==> config.mk <==
export PLATFORM = sky130hd
export DESIGN_NAME = hazard_ctrl_flat
export DESIGN_NICKNAME = d
export VERILOG_FILES = /design/src/rtl/hazard_pkg.sv /design/src/rtl/hazard_ctrl_if.sv /design/src/rtl/hazard_fwd_sel.sv /design/src/rtl/hazard_ctrl.sv /design/src/flat_wrapper.sv
export SDC_FILE = /design/constraint.sdc
export NUM_CORES = 1
export LEC_CHECK = 0
export ABC_AREA = 1
export CORE_ASPECT_RATIO = 0.9
export CORE_UTILIZATION = 34
export CTS_CLUSTER_DIAMETER = 50
export DETAILED_ROUTE_END_ITERATION = 10
export GPL_ROUTABILITY_DRIVEN = 0
export PLACE_DENSITY = 0.85
export SKIP_CTS_REPAIR_TIMING = 1
export SKIP_LAST_GASP = 1
export SLEW_MARGIN = 10
export SYNTH_ARGS = -nofsm -noshare
export SYNTH_HDL_FRONTEND = slang
export SYNTH_HIERARCHICAL = 1
export SYNTH_SLANG_ARGS = --single-unit
==> constraint.sdc <==
create_clock -name clk -period 1.2 [get_ports clk]
set_clock_uncertainty 0.2 [all_clocks]
set_input_delay 0.18 -clock clk [delete_from_list [all_inputs] [get_ports clk]]
set_output_delay 0.18 -clock clk [all_outputs]
set_load 0.02 [all_outputs]
==> src/rtl/hazard_pkg.sv <==
// hazard_pkg: shared types and constants for the hazard controller
package hazard_pkg;
    typedef enum logic [1:0] {FWD_RF = 2'b00, FWD_W = 2'b01, FWD_M = 2'b10} fwd_sel_t;
    typedef enum logic [1:0] {IDLE = 2'b00, BUSY = 2'b01, DONE = 2'b10} mdu_state_t;
    localparam logic [1:0] RESULT_SRC_LOAD = 2'b01;
endpackage

==> src/rtl/hazard_ctrl_if.sv <==
// hazard_ctrl_if: pipeline-to-hazard-controller signal bundle
interface hazard_ctrl_if #(parameter int REG_LENGTH = 5, parameter int NUM_SRC = 2);
    logic [NUM_SRC-1:0][REG_LENGTH-1:0] rs_d, rs_e;
    logic [REG_LENGTH-1:0] rd_e, rd_m, rd_w;
    logic reg_write_e, reg_write_m, reg_write_w;
    logic [1:0] result_src_e;
    logic pc_src_e, mdu_start_e;
    logic [NUM_SRC-1:0][1:0] forward;
    logic stall_f, stall_d, stall_e, flush_d, flush_e, flush_m, mdu_busy;
    modport master (
        output rs_d, rs_e, rd_e, rd_m, rd_w, reg_write_e, reg_write_m, reg_write_w,
               result_src_e, pc_src_e, mdu_start_e,
        input  forward, stall_f, stall_d, stall_e, flush_d, flush_e, flush_m, mdu_busy
    );
    modport slave (
        input  rs_d, rs_e, rd_e, rd_m, rd_w, reg_write_e, reg_write_m, reg_write_w,
               result_src_e, pc_src_e, mdu_start_e,
        output forward, stall_f, stall_d, stall_e, flush_d, flush_e, flush_m, mdu_busy
    );
endinterface

==> src/rtl/hazard_fwd_sel.sv <==
// hazard_fwd_sel: single-operand forward select, Memory stage beats Writeback
module hazard_fwd_sel import hazard_pkg::*; #(parameter int REG_LENGTH = 5) (
    input  logic [REG_LENGTH-1:0] rs,
    input  logic [REG_LENGTH-1:0] rd_m,
    input  logic                  reg_write_m,
    input  logic [REG_LENGTH-1:0] rd_w,
    input  logic                  reg_write_w,
    output fwd_sel_t              sel
);
    // x0 is never forwarded; the younger M result wins over W
    always_comb
        sel = (reg_write_m && rd_m == rs && rs != '0) ? FWD_M :
              (reg_write_w && rd_w == rs && rs != '0) ? FWD_W : FWD_RF;
endmodule

==> src/rtl/hazard_ctrl.sv <==
// hazard_ctrl: forwarding, load-use stall, branch flush and MDU stall FSM; HAZARD_PERF_CNT_EN adds event counters
module hazard_ctrl import hazard_pkg::*; #(
    parameter int REG_LENGTH  = 5,
    parameter int NUM_SRC     = 2,
    parameter int MDU_LATENCY = 4
`ifdef HAZARD_PERF_CNT_EN
    , parameter int CNT_WIDTH = 32
`endif
) (
    input logic clk,
    input logic rst,
    hazard_ctrl_if.slave hz
`ifdef HAZARD_PERF_CNT_EN
    , output logic [CNT_WIDTH-1:0] lu_stall_cnt
    , output logic [CNT_WIDTH-1:0] mdu_stall_cnt
    , output logic [CNT_WIDTH-1:0] flush_cnt
`endif
);
    localparam int CW = $clog2(MDU_LATENCY);
    mdu_state_t state;
    logic [CW-1:0] cnt;
    logic [NUM_SRC-1:0][1:0] fwd;
    logic hit, lu, mdu_stall;

    for (genvar i = 0; i < NUM_SRC; i++) begin : g_fwd
        hazard_fwd_sel #(.REG_LENGTH(REG_LENGTH)) u_sel (
            .rs(hz.rs_e[i]), .rd_m(hz.rd_m), .reg_write_m(hz.reg_write_m),
            .rd_w(hz.rd_w), .reg_write_w(hz.reg_write_w), .sel(fwd[i])
        );
    end

    // Load-use: a load in E whose rd feeds any D-stage source needs one bubble
    always_comb begin
        hit = 1'b0;
        for (int i = 0; i < NUM_SRC; i++) hit |= hz.rs_d[i] == hz.rd_e;
        lu = hz.result_src_e == RESULT_SRC_LOAD && hz.reg_write_e && hz.rd_e != '0 && hit;
        mdu_stall = state == BUSY || (state == IDLE && hz.mdu_start_e);
    end

    // MDU hold FSM; DONE is the op's final E cycle, so a still-high start there is ignored
    always_ff @(posedge clk)
        if (rst) begin
            state <= IDLE;
            cnt   <= '0;
        end else
            unique case (state)
                IDLE: if (hz.mdu_start_e) begin
                    cnt   <= CW'(MDU_LATENCY - 2);
                    state <= MDU_LATENCY == 2 ? DONE : BUSY;
                end
                BUSY: if (cnt == CW'(1)) state <= DONE; else cnt <= cnt - 1'b1;
                default: state <= IDLE;
            endcase

    // Branch dominates stalls; ID/EX is never cleared while it is being held
    always_comb begin
        hz.forward  = rst ? '0 : fwd;
        hz.stall_f  = !rst && (lu || mdu_stall) && !hz.pc_src_e;
        hz.stall_d  = hz.stall_f;
        hz.stall_e  = !rst && mdu_stall;
        hz.flush_m  = hz.stall_e;
        hz.flush_d  = !rst && hz.pc_src_e;
        hz.flush_e  = !rst && (hz.pc_src_e || (lu && !mdu_stall));
        hz.mdu_busy = !rst && state != IDLE;
    end

`ifdef HAZARD_PERF_CNT_EN
    // Saturating event counters for load-use, MDU stall and branch flush cycles
    always_ff @(posedge clk)
        if (rst) begin
            lu_stall_cnt  <= '0;
            mdu_stall_cnt <= '0;
            flush_cnt     <= '0;
        end else begin
            lu_stall_cnt  <= lu_stall_cnt  + CNT_WIDTH'(lu && !(&lu_stall_cnt));
            mdu_stall_cnt <= mdu_stall_cnt + CNT_WIDTH'(mdu_stall && !(&mdu_stall_cnt));
            flush_cnt     <= flush_cnt     + CNT_WIDTH'(hz.pc_src_e && !(&flush_cnt));
        end
`endif
endmodule
==> src/flat_wrapper.sv <==
// flat-port wrapper written by rule: the top's interface ports become plain ports
module hazard_ctrl_flat import hazard_pkg::*;
#(
    parameter int REG_LENGTH  = 5,
    parameter int NUM_SRC     = 2,
    parameter int MDU_LATENCY = 4

)
  (clk, rst, hz_rs_d, hz_rs_e, hz_rd_e, hz_rd_m, hz_rd_w, hz_reg_write_e, hz_reg_write_m, hz_reg_write_w, hz_result_src_e, hz_pc_src_e, hz_mdu_start_e, hz_forward, hz_stall_f, hz_stall_d, hz_stall_e, hz_flush_d, hz_flush_e, hz_flush_m, hz_mdu_busy);
  hazard_ctrl_if #(.REG_LENGTH(REG_LENGTH), .NUM_SRC(NUM_SRC)) hz_i ();
  input logic clk;
  input logic rst;
  input wire logic [$bits(hz_i.rs_d)-1:0] hz_rs_d;
  input wire logic [$bits(hz_i.rs_e)-1:0] hz_rs_e;
  input wire logic [$bits(hz_i.rd_e)-1:0] hz_rd_e;
  input wire logic [$bits(hz_i.rd_m)-1:0] hz_rd_m;
  input wire logic [$bits(hz_i.rd_w)-1:0] hz_rd_w;
  input wire logic [$bits(hz_i.reg_write_e)-1:0] hz_reg_write_e;
  input wire logic [$bits(hz_i.reg_write_m)-1:0] hz_reg_write_m;
  input wire logic [$bits(hz_i.reg_write_w)-1:0] hz_reg_write_w;
  input wire logic [$bits(hz_i.result_src_e)-1:0] hz_result_src_e;
  input wire logic [$bits(hz_i.pc_src_e)-1:0] hz_pc_src_e;
  input wire logic [$bits(hz_i.mdu_start_e)-1:0] hz_mdu_start_e;
  output wire logic [$bits(hz_i.forward)-1:0] hz_forward;
  output wire logic [$bits(hz_i.stall_f)-1:0] hz_stall_f;
  output wire logic [$bits(hz_i.stall_d)-1:0] hz_stall_d;
  output wire logic [$bits(hz_i.stall_e)-1:0] hz_stall_e;
  output wire logic [$bits(hz_i.flush_d)-1:0] hz_flush_d;
  output wire logic [$bits(hz_i.flush_e)-1:0] hz_flush_e;
  output wire logic [$bits(hz_i.flush_m)-1:0] hz_flush_m;
  output wire logic [$bits(hz_i.mdu_busy)-1:0] hz_mdu_busy;
  assign hz_i.rs_d = hz_rs_d;
  assign hz_i.rs_e = hz_rs_e;
  assign hz_i.rd_e = hz_rd_e;
  assign hz_i.rd_m = hz_rd_m;
  assign hz_i.rd_w = hz_rd_w;
  assign hz_i.reg_write_e = hz_reg_write_e;
  assign hz_i.reg_write_m = hz_reg_write_m;
  assign hz_i.reg_write_w = hz_reg_write_w;
  assign hz_i.result_src_e = hz_result_src_e;
  assign hz_i.pc_src_e = hz_pc_src_e;
  assign hz_i.mdu_start_e = hz_mdu_start_e;
  assign hz_forward = hz_i.forward;
  assign hz_stall_f = hz_i.stall_f;
  assign hz_stall_d = hz_i.stall_d;
  assign hz_stall_e = hz_i.stall_e;
  assign hz_flush_d = hz_i.flush_d;
  assign hz_flush_e = hz_i.flush_e;
  assign hz_flush_m = hz_i.flush_m;
  assign hz_mdu_busy = hz_i.mdu_busy;
  hazard_ctrl #(.REG_LENGTH(REG_LENGTH), .NUM_SRC(NUM_SRC), .MDU_LATENCY(MDU_LATENCY)) u_core (.clk(clk), .rst(rst), .hz(hz_i));
endmodule
==> metrics.txt <==
Final #Nets about 320; routed length on met2 between 1500 and 2000 microns; overall die width 57.67 microns; Rows 17; cells on worst reg2reg path 4; average size of a mapped cell 4.411 sq um; top cell type by total area after synthesis nand2_1; Hold Crit Class input port to flop; largest net degree at the start of global routing 7; Die Ht ~52 microns; H-tree depth 1; Hold Crit Depth 5; Tcrit/Tclk final 122.7%; Synth warnings 6; minimum clock period around 1.5 ns; Starting Density between 30% and 40%; final hold violations 0; CORE AREA between 2000 and 3000 sq um; CP Launch Point u_core/state[1]; outcome complete, but fails checks; most used cell along the critical path buf_6; Synth top area share between 30% and 40%; DRC viols 4; Mapped Area 948.4 sq um; TritonCTS clock tree done; Reg2Reg Launch Point u_core/cnt[1]; I/O pin count 55; Hold Path Origin hz_mdu_start_e; WL met3 approximately 100 microns; highest layer used for signal routing met4; antenna violations before repair 0; asr flop ratio synth 0%; Fmax about 0.68 GHz; Compound-Gate Fraction of Synth Area between 3 and 4%; slowest cell on the critical path dfxtp_2; Clock Sinks 4; unrepaired setup endpoints after global routing true; Netlist cell types 18; Pleak 1.114 nW; PwrDens 499.8 nW/um^2; Die ar. 3005 sq um; Vias/cell roughly 4.5; Worst slew margin 80.57%; crit-path max cell delay 0.31 ns; Worst Path Max Fanout 2; CP arrival roughly 1.1 ns; violation count after the first detailed-route iteration 35; Final Util ~71%; grt ovf 0; Mapped Cells roughly 220; TNS Setup -2.210 ns; register area share after synthesis under 10%; Worst-path clk slew approximately 0.03 ns; nature of the critical path endpoint output port; Wirelength per Cell 10.06 microns; largest family of logic cells by synthesized area simple AND/OR/NAND/NOR gates; Routed met1 length 1397 microns; most frequent cell after synthesis nand2_1; mux contribution to synthesized area 0%; hold_ws between 0.15 and 0.2 ns; failing checks design-rule violations, negative setup slack; total CTS buffers 3; endpoints failing setup 11; final wirelength 3057 microns; CP startpoint kind flop; detailed-route via count between 1000 and 1500; synthesis-to-finish area growth 92.22%; Syn Nets 260; Max clock buf depth 2; Port Buffers 54; measured slew at the worst slew-check pin between 0.2 and 0.3 ns; number of enable flip-flop cells after synthesis 0; Slew Viols, Final 0; Cell Chain, Critical Path inv_2, o21ai_2, buf_6, a21oi_4, buf_6; most frequent cells after synthesis nand2_1, inv_1, nor2_1, inv_2, nand3_1; kind of critical path flop to output port; worst endpoint required time 0.82 ns; Synth Area in Simple Gates between 60% and 70%; Adder-Cell Fraction of Synth Area between 1 and 1.5%; max_cap viols 0; vias in the first global route roughly 1100; Final ANT Viol Nets 0; share of cells above drive strength 1 a little under half; TritonRoute pass-1 iters 7; XOR/XNOR Fraction of Synth Area under 10%; Clock Tree Root clkbuf_4; final worst slack -0.2729 ns; flops & latches, synth 4; ys flop type dfxtp_1; Detail Placement HPWL approximately 2300 microns; top cells by area, synth nand2_1, inv_1, nor2_1, dfxtp_1, inv_2; GRT Util Overall 18.23%; Max IR drop VDD slightly below 0.0006 V; Antenna Cells 0; Worst-Skew Late Latency about 0.23 ns; global-route wire length before repair 4409 microns; total power roughly 900 uW
==> kinds of logic after synthesis <==
| family | Yosys count |
|---|---|
| xor gates and xnor gates | 2 |
| DFF | 4 |
| and+or+nand+nor | 143 |
| buffers and inverters | 59 |
| adders and majority gates | 1 |
| AOI/OAI and AO/OA | 6 |
==> critical path, delay by kind of cell, from the launching register on <==
family | cells | cell delay [ns]
flops | 1 | 0.31
compound gates | 2 | 0.23
buf+inv | 3 | 0.32
==> per-stage QoR <==
step	setup WS [ns]	cell area, sq um	cells
4_1_cts	-1.214	1638	304
5_1_grt	-0.3160	1823	304
2_1_floorplan	-0.1561	1015	215
3_5_place_dp	-1.205	1615	301
3_3_place_gp	-1.182	1615	301
6_report	-0.2729	1823	304
==> per-layer routing <==
layer	global-route usage, %	vias to the layer above
met1	24.78	598
met4	3.571	0
met3	0.2488	4
met5	0	-
met2	32.56	29
li1	-	732
==> cells in the final DEF, fill, tap and decap left out, types with 8 or more instances in the layout <==
master and n:
nor2_4 10, dlymetal6s2s_1 10, nand2_2 22, nor2_2 13, nand2_1 67, buf_4 9
clkbuf_2 8, inv_1 32, nor2_1 22, buf_6 28, inv_2 22
==> state kept, by name, indices dropped and copies added, names as in the netlist <==
register      flops
u_core/cnt        2
u_core/state      2
==> layout make-up <==
class / count / area (sq um)
Clock buffer: 3 / 22.52
Fill cell: 232 / 729.5
Inverter: 56 / 220.2
Multi-Input combinational cell: 152 / 829.5
Sequential cell: 4 / 82.58
Tap cell: 28 / 35.03
Timing Repair Buffer: 61 / 633.1
==> report_power, final <==
group          leakage [nW]  switching (mW)  internal, mW  total [mW]
sequential           0.0338         0.00902         0.148       0.157
combinational          1.07           0.298         0.296       0.594
clock                0.0138          0.0488         0.111       0.160
total                  1.11           0.356         0.555       0.911
==> path summary, 6_finish.rpt <==
path                           to  slack [ns]
setup / recovery       hz_stall_f       -0.27
hold / removal    u_core/state[0]        0.18
setup reg to reg    u_core/cnt[1]       -0.02
hold reg to reg     u_core/cnt[0]        0.32
No activity file was read; power rests on OpenSTA's default activity.
